File: src/rtl/demux_1x2_reg_if.sv
// rtl/demux_1x2_reg_if.sv - handshake bundle for the registered 1-to-2 demultiplexer
//
// Purpose: groups the producer port, both consumer ports and the per-channel
//   transfer counters of demux_1x2_reg into one interface.
// Optional feature macro: DEMUX_ALTERNATE_EN adds the ALT input.
// Signals:
//   D / D_valid / D_ready     producer word offer and acceptance
//   S                         channel select (0 = A, 1 = B)
//   E                         active-low enable (E=1 blocks acceptance)
//   YA / YA_valid / YA_ready  channel A holding register and handshake
//   YB / YB_valid / YB_ready  channel B holding register and handshake
//   cnt_A / cnt_B             words accepted per channel, wrapping
//   ALT                       (DEMUX_ALTERNATE_EN only) alternate A/B routing
// Modports: slave = the demultiplexer, master = producer/consumer side.
interface demux_1x2_reg_if #(
  parameter int WIDTH = 4,
  parameter int CNT_W = 8
);
  logic [WIDTH-1:0] D;
  logic             D_valid;
  logic             D_ready;
  logic             S;
  logic             E;
  logic [WIDTH-1:0] YA;
  logic             YA_valid;
  logic             YA_ready;
  logic [WIDTH-1:0] YB;
  logic             YB_valid;
  logic             YB_ready;
  logic [CNT_W-1:0] cnt_A;
  logic [CNT_W-1:0] cnt_B;
`ifdef DEMUX_ALTERNATE_EN
  logic             ALT;
`endif

  modport slave (
`ifdef DEMUX_ALTERNATE_EN
    input  ALT,
`endif
    input  D, D_valid, S, E, YA_ready, YB_ready,
    output D_ready, YA, YA_valid, YB, YB_valid, cnt_A, cnt_B
  );

  modport master (
`ifdef DEMUX_ALTERNATE_EN
    output ALT,
`endif
    output D, D_valid, S, E, YA_ready, YB_ready,
    input  D_ready, YA, YA_valid, YB, YB_valid, cnt_A, cnt_B
  );
endinterface

File: src/rtl/demux_1x2_reg.sv
// rtl/demux_1x2_reg.sv - registered 1-to-2 demultiplexer with valid/ready on every port
//
// Purpose: routes each accepted input word into the one-word holding register
//   of channel A (S=0) or channel B (S=1); each channel keeps a wrapping count
//   of accepted words. A channel can take a new word in the same cycle its
//   current word drains, giving one word per cycle per channel.
// Optional feature macro: DEMUX_ALTERNATE_EN - adds ALT; with ALT=1 the target
//   channel comes from an internal toggle that flips on every accept (A,B,A,...).
// Ports:
//   CLK      clock, rising edge
//   reset_b  synchronous active-low reset
//   bus      demux_1x2_reg_if.slave (D/D_valid/D_ready, S, E, YA/YB handshakes,
//            cnt_A/cnt_B, ALT when enabled)
module demux_1x2_reg #(
  parameter int WIDTH = 4,
  parameter int CNT_W = 8
) (
  input logic           CLK,
  input logic           reset_b,
  demux_1x2_reg_if.slave bus
);

  logic [WIDTH-1:0] r_ya;
  logic [WIDTH-1:0] r_yb;
  logic             r_ya_valid;
  logic             r_yb_valid;
  logic [CNT_W-1:0] r_cnt_a;
  logic [CNT_W-1:0] r_cnt_b;

  logic w_tgt;
  logic w_ya_free;
  logic w_yb_free;
  logic w_d_ready;
  logic w_accept;
  logic w_acc_a;
  logic w_acc_b;
  logic w_drain_a;
  logic w_drain_b;

`ifdef DEMUX_ALTERNATE_EN
  logic r_tgl;
  assign w_tgt = bus.ALT ? r_tgl : bus.S;
`else
  assign w_tgt = bus.S;
`endif

  // A channel can take a word if it is empty or its word leaves this cycle.
  assign w_ya_free = ~r_ya_valid | bus.YA_ready;
  assign w_yb_free = ~r_yb_valid | bus.YB_ready;
  assign w_d_ready = ~bus.E & (w_tgt ? w_yb_free : w_ya_free);
  assign w_accept  = bus.D_valid & w_d_ready;
  assign w_acc_a   = w_accept & ~w_tgt;
  assign w_acc_b   = w_accept & w_tgt;
  assign w_drain_a = r_ya_valid & bus.YA_ready;
  assign w_drain_b = r_yb_valid & bus.YB_ready;

  always_ff @(posedge CLK) begin
    if (!reset_b) begin
      r_ya       <= '0;
      r_yb       <= '0;
      r_ya_valid <= 1'b0;
      r_yb_valid <= 1'b0;
      r_cnt_a    <= '0;
      r_cnt_b    <= '0;
    end else begin
      // Accept wins over drain: a simultaneous drain+accept keeps valid high.
      if (w_acc_a) begin
        r_ya       <= bus.D;
        r_ya_valid <= 1'b1;
        r_cnt_a    <= r_cnt_a + 1'b1;
      end else if (w_drain_a) begin
        r_ya_valid <= 1'b0;
      end
      if (w_acc_b) begin
        r_yb       <= bus.D;
        r_yb_valid <= 1'b1;
        r_cnt_b    <= r_cnt_b + 1'b1;
      end else if (w_drain_b) begin
        r_yb_valid <= 1'b0;
      end
    end
  end

`ifdef DEMUX_ALTERNATE_EN
  always_ff @(posedge CLK) begin
    if (!reset_b) begin
      r_tgl <= 1'b0;
    end else if (bus.ALT && w_accept) begin
      r_tgl <= ~r_tgl;
    end
  end
`endif

  assign bus.D_ready  = w_d_ready;
  assign bus.YA       = r_ya;
  assign bus.YA_valid = r_ya_valid;
  assign bus.YB       = r_yb;
  assign bus.YB_valid = r_yb_valid;
  assign bus.cnt_A    = r_cnt_a;
  assign bus.cnt_B    = r_cnt_b;

endmodule
File: src/flat_wrapper.sv
// flat-port wrapper written by rule: the top's interface ports become plain ports
module demux_1x2_reg_flat 
#(
  parameter int WIDTH = 4,
  parameter int CNT_W = 8
)
  (CLK, reset_b, bus_D, bus_D_valid, bus_S, bus_E, bus_YA_ready, bus_YB_ready, bus_D_ready, bus_YA, bus_YA_valid, bus_YB, bus_YB_valid, bus_cnt_A, bus_cnt_B);
  demux_1x2_reg_if #(.WIDTH(WIDTH), .CNT_W(CNT_W)) bus_i ();
  input logic CLK;
  input logic reset_b;
  input wire logic [$bits(bus_i.D)-1:0] bus_D;
  input wire logic [$bits(bus_i.D_valid)-1:0] bus_D_valid;
  input wire logic [$bits(bus_i.S)-1:0] bus_S;
  input wire logic [$bits(bus_i.E)-1:0] bus_E;
  input wire logic [$bits(bus_i.YA_ready)-1:0] bus_YA_ready;
  input wire logic [$bits(bus_i.YB_ready)-1:0] bus_YB_ready;
  output wire logic [$bits(bus_i.D_ready)-1:0] bus_D_ready;
  output wire logic [$bits(bus_i.YA)-1:0] bus_YA;
  output wire logic [$bits(bus_i.YA_valid)-1:0] bus_YA_valid;
  output wire logic [$bits(bus_i.YB)-1:0] bus_YB;
  output wire logic [$bits(bus_i.YB_valid)-1:0] bus_YB_valid;
  output wire logic [$bits(bus_i.cnt_A)-1:0] bus_cnt_A;
  output wire logic [$bits(bus_i.cnt_B)-1:0] bus_cnt_B;
  assign bus_i.D = bus_D;
  assign bus_i.D_valid = bus_D_valid;
  assign bus_i.S = bus_S;
  assign bus_i.E = bus_E;
  assign bus_i.YA_ready = bus_YA_ready;
  assign bus_i.YB_ready = bus_YB_ready;
  assign bus_D_ready = bus_i.D_ready;
  assign bus_YA = bus_i.YA;
  assign bus_YA_valid = bus_i.YA_valid;
  assign bus_YB = bus_i.YB;
  assign bus_YB_valid = bus_i.YB_valid;
  assign bus_cnt_A = bus_i.cnt_A;
  assign bus_cnt_B = bus_i.cnt_B;
  demux_1x2_reg #(.WIDTH(WIDTH), .CNT_W(CNT_W)) u_core (.CLK(CLK), .reset_b(reset_b), .bus(bus_i));
endmodule
File: config.mk
export PLATFORM = sky130hd
export DESIGN_NAME = demux_1x2_reg_flat
export DESIGN_NICKNAME = d
export VERILOG_FILES = /design/src/rtl/demux_1x2_reg_if.sv /design/src/rtl/demux_1x2_reg.sv /design/src/flat_wrapper.sv
export SDC_FILE = /design/constraint.sdc
export NUM_CORES = 1
export LEC_CHECK = 0
export BUFFER_PORTS_ARGS = -buffer_cell sky130_fd_sc_hd__buf_2
export CORE_MARGIN = 5
export CORE_UTILIZATION = 45
export CTS_CLUSTER_DIAMETER = 100
export DETAILED_ROUTE_END_ITERATION = 8
export PLACE_DENSITY = 0.72
export SLEW_MARGIN = 10
export SYNTH_ARGS = -nofsm -noshare
export SYNTH_HDL_FRONTEND = slang
export SYNTH_SLANG_ARGS = --single-unit
export TNS_END_PERCENT = 30
File: constraint.sdc
create_clock -name CLK -period 1.8 [get_ports CLK]
set_clock_uncertainty 0.2 [all_clocks]
set_input_delay 0.18 -clock CLK [delete_from_list [all_inputs] [get_ports CLK]]
set_output_delay 0.18 -clock CLK [all_outputs]
set_load 0.01 [all_outputs]
==> metrics.txt <==
Clock Sinks=26; cells after synthesis=124; Reg area=520 sq um; Post-Layout Cell Count=201; Die Ht=60.8 um; Post-synth EDFFs=0; Worst Tran Pin Value=0.434 ns; CP max-delay cell=dfxtp_1; post-synthesis cell area=1160 sq um; TritonCTS Buffers=3; Initial DRC Count=20; crit path DAT=1.29 ns; gpl congestion=around 0.77; Worst Hold Path Cells=4; Final #Nets=roughly 190; critical-path cell list=nand2b_1 > buf_6 > nor2_1 > a211oi_1 > buf_2; startpoint of the worst hold path=bus_E; Slew headroom=0.711; row count=18; die area=3700 sq um; antenna violations before repair=0; Clk Tree Root Cell=clkbuf_4; First-pass DRT Iterations=4; multi-input logic area=623 sq um; worst r2r dst=u_core.bus.cnt_A[7]$_SDFFE_PN0P_; dpl ws=0.176 ns; CTS tree=yes; Worst setup EP type=output port; area leader, netlist=dfxtp_1; Max Cap Violations=0; Antenna Diode Count=0; Syn Nets=137; GRT overflow=0; Post-Place Cells=192; largest net degree at the start of global routing=31; Setup CP Type=reg -> out; Yosys top cell area share=0.448; Layout Area Growth over Synthesis=29.0%; DIE WIDTH=60.8 um; Pwr Density=653 nW/um^2; fillcell total=223; crit share post-route=0.929; setup_tns=0 ns; via count=1021; Starting Density=0.469; sequential cell area fraction in the yosys report=0.448; Post-synth ARST share=0; Routed WL per cell=12.4 um; Placed Area=1410 sq um; CP Launch Type=register; Ys Warns=0; Reg2Reg Setup Slack=0.28 ns; Largest stage delay, worst path=0.34 ns; Seq cells post-synth=26; worst-path fanout max=2; # H-tree levels=1; post-route cell area=1500 sq um; status=finished clean; aggregate global-route resource usage=0.147; Tmin final=1.67 ns; # DRC=0; Final Util=0.605; clk buf depth=2; Tot Pwr=0.978 mW; most used flip-flop cell after synthesis=dfxtp_1; Max IR drop VDD=0.461 mV; PortBufs=37; RSZ-0062 raised after global routing=no; layout cells sized above 1=0.298; final setup vio count=0; I/O pins=38; Netlist cell types=29; R2R depth=4; Critical Path RT=1.42 ns; most common library cells after synthesis=dfxtp_1, nand2_1, and2_1; Skew-Pair Late Insertion Delay=0.31 ns; LEAKAGE=0.679 nW; Syn Area/Cell=9.37 sq um; Vias/cell=5.08; core box area=2480 sq um; vias in the first global route=~970; first-pass GRT wire length=4180 um; top-count cell post-synth=dfxtp_1; f_max=598 MHz; synth top area cells=dfxtp_1, and2_1, mux2i_1, a21boi_0, nand2_1; hold crit path type=in -> reg; Fin Hold WS=0.0995 ns; WHS Endpoint=u_core.bus.YA_valid$_SDFFE_PN0P_; WL final=2490 um; max-slew violation count=0; Clk pin slew, worst setup/hold paths=0.14 ns; setup ws final=0.127 ns; antenna viol nets, final=0; DP Wirelength=1890 um; worst r2r src=u_core.bus.cnt_A[3]$_SDFFE_PN0P_; final hold violation count=0
cell usage in the layout, fill, tap and decap left out, types with 2 or more instances in the layout:
master / n
nor4_1: 2
dlygate4sd3_1: 4
buf_2: 37
a21boi_0: 7
dfxtp_1: 26
buf_4: 6
mux2i_1: 6
nand2b_1: 3
nand4_1: 5
and3_1: 2
nand2_1: 14
clkbuf_4: 3
nor3_1: 2
nand3b_1: 3
xor2_1: 4
nor2b_1: 5
nand3_1: 8
ha_1: 2
nor2_1: 2
o21ai_0: 3
and2_1: 10
xnor2_1: 5
critical path: cells and delay by family (launching register included):
family          cells  cell delay, ns
flops               1            0.34
buf+inv             2            0.28
compound gates      1            0.18
simple gates        2            0.17
where the power goes:
group / switching [mW] / internal, mW
clock network: 0.165 / 0.123
logic: 0.0485 / 0.0467
registers: 0.00759 / 0.587
timing repair:
item                       4_1_cts  5_1_grt
hold buffers                     4        0
resized for setup                0        1
setup endpoints to repair        0        1
setup buffers                    0        1
hold endpoints to repair         8        0
logic make-up after synthesis:
kind of cell | after synthesis | synth area share
XOR/XNOR | 9 | 0.0678
AO/OA/AOI/OAI | 14 | 0.0840
flip-flops | 26 | 0.448
AND/OR/NAND/NOR | 62 | 0.311
buffers and inverters | 5 | 0.0161
multiplexers | 6 | 0.0517
adder cells (fa/ha/maj) | 2 | 0.0215
state kept, by name (all words and copies together) (netlist names):
name                 flops
u_core.bus.YA            4
u_core.bus.YA_valid      1
u_core.bus.YB            4
u_core.bus.YB_valid      1
u_core.bus.cnt_A         8
u_core.bus.cnt_B         8
cell type report:
cell class / count / area share
Clock buffer: 4 / 0.0242
Multi-Input combinational cell: 93 / 0.416
Sequential cell: 26 / 0.347
Tap cell: 30 / 0.0250
Timing Repair Buffer: 48 / 0.188
how the worst max path moves through the flow:
stage / startpoint / endpoint / slack [ns] / cells past startpoint
after floorplan: bus_S / u_core.bus.cnt_A[7]$_SDFFE_PN0P_ / 0.24 / 4
after global placement: bus_S / u_core.bus.cnt_A[7]$_SDFFE_PN0P_ / 0.22 / 5
after detailed placement: bus_S / u_core.bus.cnt_A[7]$_SDFFE_PN0P_ / 0.18 / 5
after CTS: u_core.bus.YA_valid$_SDFFE_PN0P_ / bus_D_ready / 0.02 / 5
after global routing: u_core.bus.YA_valid$_SDFFE_PN0P_ / bus_D_ready / 0.03 / 5
final: u_core.bus.YA_valid$_SDFFE_PN0P_ / bus_D_ready / 0.13 / 5
per-layer routing:
metal  global-route usage  up-vias  wire length [um]
met2                0.247       24              1110
met5                    0        -                 0
met4               0.0372        0                19
met1                0.187      471              1180
li1                     -      524                 -
met3               0.0383        2               174
Note: power is estimated with default switching activity, not from simulation.
